File: config.mk
export PLATFORM = sky130hd
export DESIGN_NAME = sd_spi_master
export DESIGN_NICKNAME = d
export VERILOG_FILES = /design/src/rtl/sd_spi_master.sv
export SDC_FILE = /design/constraint.sdc
export NUM_CORES = 1
export LEC_CHECK = 0
export CELL_PAD_IN_SITES_DETAIL_PLACEMENT = 1
export CELL_PAD_IN_SITES_GLOBAL_PLACEMENT = 1
export CORE_ASPECT_RATIO = 0.9
export CORE_MARGIN = 2
export CORE_UTILIZATION = 35
export DETAILED_ROUTE_END_ITERATION = 6
export MAX_ROUTING_LAYER = met4
export PLACE_DENSITY_LB_ADDON = 0.25
export SYNTH_ARGS = -nofsm -noshare
export SYNTH_HDL_FRONTEND = slang
export SYNTH_SLANG_ARGS = --single-unit
File: constraint.sdc
create_clock -name clk_i -period 1.57 [get_ports clk_i]
set_input_delay 0.471 -clock clk_i [delete_from_list [all_inputs] [get_ports clk_i]]
set_output_delay 0.471 -clock clk_i [all_outputs]
set_load 0.02 [all_outputs]
File: src/rtl/sd_spi_master.sv
// SPI mode-0 byte master for SD cards in SPI mode, one byte per request.
// Optional fast mode (SCK = clk_i/2) is compiled in with SD_SPI_MASTER_FAST_EN;
// without it func_i has no effect and every transfer uses the slow half-period.
module sd_spi_master #(
   parameter int unsigned REF_CLK  = 10000000,
   parameter int unsigned BAUDRATE = 400000
) (
   input  logic       clk_i,
   input  logic       rst_i,
   input  logic       ce_i,
   input  logic       we_i,
   input  logic       func_i,
   input  logic [7:0] data_i,
   input  logic       sd_di_i,
   output logic [7:0] data_o,
   output logic       val_o,
   output logic       sd_clk_o,
   output logic       sd_do_o
);

   // Slow half-period rounded up so SCK never exceeds BAUDRATE.
   localparam int unsigned HALF_RAW = (REF_CLK + 2 * BAUDRATE - 1) / (2 * BAUDRATE);
   localparam int unsigned HALF     = (HALF_RAW < 1) ? 1 : HALF_RAW;
   localparam int unsigned CNT_W    = (HALF > 1) ? $clog2(HALF) : 1;
   localparam logic [CNT_W-1:0] CNT_LAST = CNT_W'(HALF - 1);

   typedef enum logic {
      ST_IDLE  = 1'b0,
      ST_SHIFT = 1'b1
   } state_e;

   state_e           state_q, state_d;
   logic [CNT_W-1:0] cnt_q, cnt_d;
   logic [2:0]       bit_q, bit_d;
   logic [7:0]       tx_q, tx_d;
   logic [7:0]       rx_q, rx_d;
   logic [7:0]       data_q, data_d;
   logic             val_q, val_d;
   logic             sck_q, sck_d;
   logic             do_q, do_d;
   logic             fast_q, fast_d;
   logic             half_done_c;

`ifdef SD_SPI_MASTER_FAST_EN
   // Fast transfers toggle SCK on every clk_i edge.
   assign half_done_c = fast_q | (cnt_q == CNT_LAST);
`else
   logic func_unused;
   assign func_unused = func_i;
   assign half_done_c = (cnt_q == CNT_LAST);
`endif

   // Next-state and datapath: accept in IDLE, toggle SCK every half-period in SHIFT.
   always_comb begin
      state_d = state_q;
      cnt_d   = cnt_q;
      bit_d   = bit_q;
      tx_d    = tx_q;
      rx_d    = rx_q;
      data_d  = data_q;
      val_d   = 1'b0;
      sck_d   = sck_q;
      do_d    = do_q;
      fast_d  = fast_q;
      case (state_q)
         ST_IDLE: begin
            sck_d = 1'b0;
            do_d  = 1'b1;
            if (ce_i) begin
               state_d = ST_SHIFT;
               tx_d    = we_i ? data_i : 8'hFF;
               do_d    = tx_d[7];
               cnt_d   = '0;
               bit_d   = 3'd0;
               rx_d    = 8'h00;
`ifdef SD_SPI_MASTER_FAST_EN
               fast_d  = func_i;
`else
               fast_d  = 1'b0;
`endif
            end
         end
         ST_SHIFT: begin
            if (half_done_c) begin
               cnt_d = '0;
               if (!sck_q) begin
                  sck_d = 1'b1;
                  rx_d  = {rx_q[6:0], sd_di_i};
               end else begin
                  sck_d = 1'b0;
                  if (bit_q == 3'd7) begin
                     state_d = ST_IDLE;
                     data_d  = rx_q;
                     val_d   = 1'b1;
                     do_d    = 1'b1;
                  end else begin
                     bit_d = bit_q + 3'd1;
                     tx_d  = {tx_q[6:0], 1'b0};
                     do_d  = tx_q[6];
                  end
               end
            end else begin
               cnt_d = cnt_q + CNT_W'(1);
            end
         end
         default: state_d = ST_IDLE;
      endcase
   end

   // State and output registers with synchronous reset.
   always_ff @(posedge clk_i) begin
      if (rst_i) begin
         state_q <= ST_IDLE;
         cnt_q   <= '0;
         bit_q   <= 3'd0;
         tx_q    <= 8'h00;
         rx_q    <= 8'h00;
         data_q  <= 8'h00;
         val_q   <= 1'b0;
         sck_q   <= 1'b0;
         do_q    <= 1'b1;
         fast_q  <= 1'b0;
      end else begin
         state_q <= state_d;
         cnt_q   <= cnt_d;
         bit_q   <= bit_d;
         tx_q    <= tx_d;
         rx_q    <= rx_d;
         data_q  <= data_d;
         val_q   <= val_d;
         sck_q   <= sck_d;
         do_q    <= do_d;
         fast_q  <= fast_d;
      end
   end

   assign data_o   = data_q;
   assign val_o    = val_q;
   assign sd_clk_o = sck_q;
   assign sd_do_o  = do_q;

endmodule

==> metrics.md <==
| Metric | Value |
|---|---|
| Status | `finished clean` |
| Largest family of logic cells by synthesized area | `simple AND/OR/NAND/NOR gates` |
| Initial antenna violation count | `0` |
| Die area | `~4800 sq um` |
| Per-cell routed wire length | `between 15 and 20 um` |
| VDD IR max | `0.4432 mV` |
| Compound-Gate Fraction of Synth Area | `between 10% and 20%` |
| Chip height | `66.27 um` |
| Crit. End Element | `flip-flop` |
| Leak Pwr | `a little over 0.8 nW` |
| DP HPWL | `2904 um` |
| Clock Skew | `approximately 4.8 ps` |
| CTS Buf Count | `5` |
| Worst min path class | `reg -> reg` |
| First-pass GRT wire length | `about 6500 um` |
| H-tree depth | `2` |
| YS warnings | `0` |
| Commonest cells post-synth | `34 x dfxtp_1, 23 x a21oi_1, 20 x nand2_1, 15 x nor2_1` |
| Crit path DAT | `roughly 1800 ps` |
| Clock buffer depth | `2` |
| PwrDens | `911.1 nW/um^2` |
| Crit path buf inv count | `0` |
| Fmax | `around 640 MHz` |
| DR vias/cell | `between 5 and 6` |
| Mapped Area | `about 1500 sq um` |
| Antenna cells | `0` |
| WP depth | `6` |
| Root Buffer | `clkbuf_8` |
| ANT nets after route | `0` |
| Post-synth EDFFs | `0` |
| Final worst slack | `approximately 1.7 ps` |
| Layout area overhead | `39.83%` |
| 1st-pass router iterations | `4` |
| Critical path startpoint category | `flip-flop` |
| Pin count of the biggest net entering global routing | `22` |
| Min Tclk post-route | `between 1500 and 2000 ps` |
| Max-slew headroom | `between 70 and 80%` |
| Post-synthesis sequential area ratio | `a little under half` |
| Crit-path max FO | `8` |
| Synth cell types | `33` |
| Syn avg cell area | `9.307 sq um` |
| Setup TNS | `0 ps` |
| Hold-fix buffers, CTS | `0` |
| Top delay family on crit path | `compound AO/OA/AOI/OAI gates` |
| Simple-gate share of the synthesized area | `just over 20%` |
| Nets | `between 200 and 250` |
| Crit-path cells | `ha_4 -> ha_4 -> nand3b_4 -> a22oi_4 -> o211ai_1 -> a21oi_1` |
| Most numerous cell in the Yosys netlist | `dfxtp_1` |
| Die width | `around 73 um` |
| Post-Syn Nets | `about 180` |
| Clock slew at reported path FFs | `approximately 70 ps` |
| Ratio of cells with drive above 1 in the final layout | `approximately a quarter` |
| Critical path class | `reg -> reg` |
| Final Core Density | `approximately half` |
| Post-Synthesis Cells | `around 160` |
| Post-Synth Adder-Cell Area | `4.149%` |
| Async S/R FF share, synth | `0%` |
| Post-synthesis mux area share | `5.975%` |
| Ports | `25` |
| Max Slew Vio Count | `0` |
| CTS tree | `built` |
| Fin crit share | `between 90% and 100%` |
| CORE AREA | `~4100 sq um` |
| Synth top area cells | `dfxtp_1 45%, a21oi_1 7.6%, mux2i_1 6.0%` |
| Post-Place Worst Slack | `-280.2 ps` |
| Initial DRC Count | `45` |
| Hold violation count in the final report | `0` |
| Xor-xnor portion of the synthesized cell area | `0.5809%` |
| Hold path cells | `2` |
| RSZ-0062 raised after global routing | `true` |
| Drt total wl | `3867 um` |
| Top cell type's share of synthesized area | `a little under half` |
| CP most frequent cell | `ha_4` |
| Worst slew pin tran | `approximately 330 ps` |
| Synth area leader | `dfxtp_1` |
| Gr ovfl total | `0` |
| Max-cap viol count | `0` |
| Vias in the first global route | `roughly 1.4k` |
| Highest-delay cell along the critical path | `dfxtp_2` |
| # DRC | `0` |
| # rows | `22` |
| Most used flip-flop cell after synthesis | `dfxtp_1` |
| # setup viols final | `0` |
| Vias | `1311` |
| Clk_lat worst skew | `between 200 and 300 ps` |
| CP required | `1790 ps` |
| Fill cells | `about 470` |
| RD Place Congestion | `~0.75` |
| Synth Register Bits | `34` |
| Worst r2r path cells | `6` |
| Initial Util | `36.76%` |
| CTS Sinks | `34` |
| Total Routing Usage GR | `between 15 and 20%` |
| Crit path largest cell delay | `340 ps` |
| Port Buffers | `23` |
| Total power | `~0.0019 W` |
registers in the layout, summed over array words and instances (netlist names):
signal	cells
bit_q	3
sd_clk_o	1
rx_q	8
state_q	1
cnt_q	4
sd_do_o	1
val_o	1
data_o	8
tx_q	7
path summary, 6_finish.rpt:
kind,slack [ps],startpoint,to
worst max-delay path,2,bit_q[0]$_SDFFE_PP0P_,tx_q[5]$_SDFFE_PP0P_
worst max register to register,2,bit_q[0]$_SDFFE_PP0P_,tx_q[5]$_SDFFE_PP0P_
worst min-delay path,480,tx_q[4]$_SDFFE_PP0P_,tx_q[4]$_SDFFE_PP0P_
worst min register to register,480,tx_q[4]$_SDFFE_PP0P_,tx_q[4]$_SDFFE_PP0P_
logic make-up after synthesis:
kind of cell	Yosys count
AO/OA/AOI/OAI	43
XOR/XNOR	1
adder cells (fa/ha/maj)	5
buffers and inverters	14
flip-flops	34
multiplexers	9
AND/OR/NAND/NOR	56
what timing repair did:
action / 4_1_cts / 5_1_grt
pin swaps: 1 / 4
hold endpoints to repair: 0 / 0
setup endpoints to repair: 21 / 16
gates resized for setup: 15 / 14
buffers inserted: 0 / 1
per-stage QoR:
stage	cell area, sq um	std cells	hold slack, ps
4_1_cts	2027	249	464.2
5_1_grt	2108	250	505.5
2_1_floorplan	1516	162	435.6
3_5_place_dp	1913	242	455.4
6_report	2108	250	478.0
3_3_place_gp	1913	242	442.7
final cells by class:
type | count | area [sq um] | share of cell area, %
Multi-Input combinational cell | 114 | 857.1 | 40.65
Sequential cell | 34 | 684.4 | 32.46
Timing Repair Buffer | 43 | 379.1 | 17.98
Clock buffer | 6 | 82.58 | 3.917
Tap cell | 48 | 60.06 | 2.849
Clock inverter | 1 | 30.03 | 1.424
Inverter | 4 | 15.01 | 0.7122
tightest hold or removal path, cell delays in order, from the launching register on:
cell     delay [ps]
dfxtp_1         330
nand2_1          60
a21oi_1          50
placed cells by master (no fill, tap or decap), drive strengths merged, types with 2 or more instances in the layout:
cell	instances
nand3	5
o211ai	9
nor3	6
mux2i	9
nor2	17
ha	5
clkdlybuf4s50	12
nand3b	2
clkbuf	6
a21oi	23
inv	4
buf	20
dlygate4sd2	11
a211oi	2
dfxtp	34
nand4	2
o221ai	5
nand2	20
report_power, final:
part           internal [W]  switching, W
Clock              0.000508      0.000316
Sequential         0.000882     0.0000157
Combinational     0.0000988      0.000100
Total               0.00149      0.000432
metal layers:
metal  GRT usage [%]  up-vias  wire (um)
met5               -        -          0
met4           6.250        0         53
met3           4.573        7        108
met2           31.98       17       1969
met1           20.79      630       1735
li1                -      657          -
(Power assumes the default switching activity.)
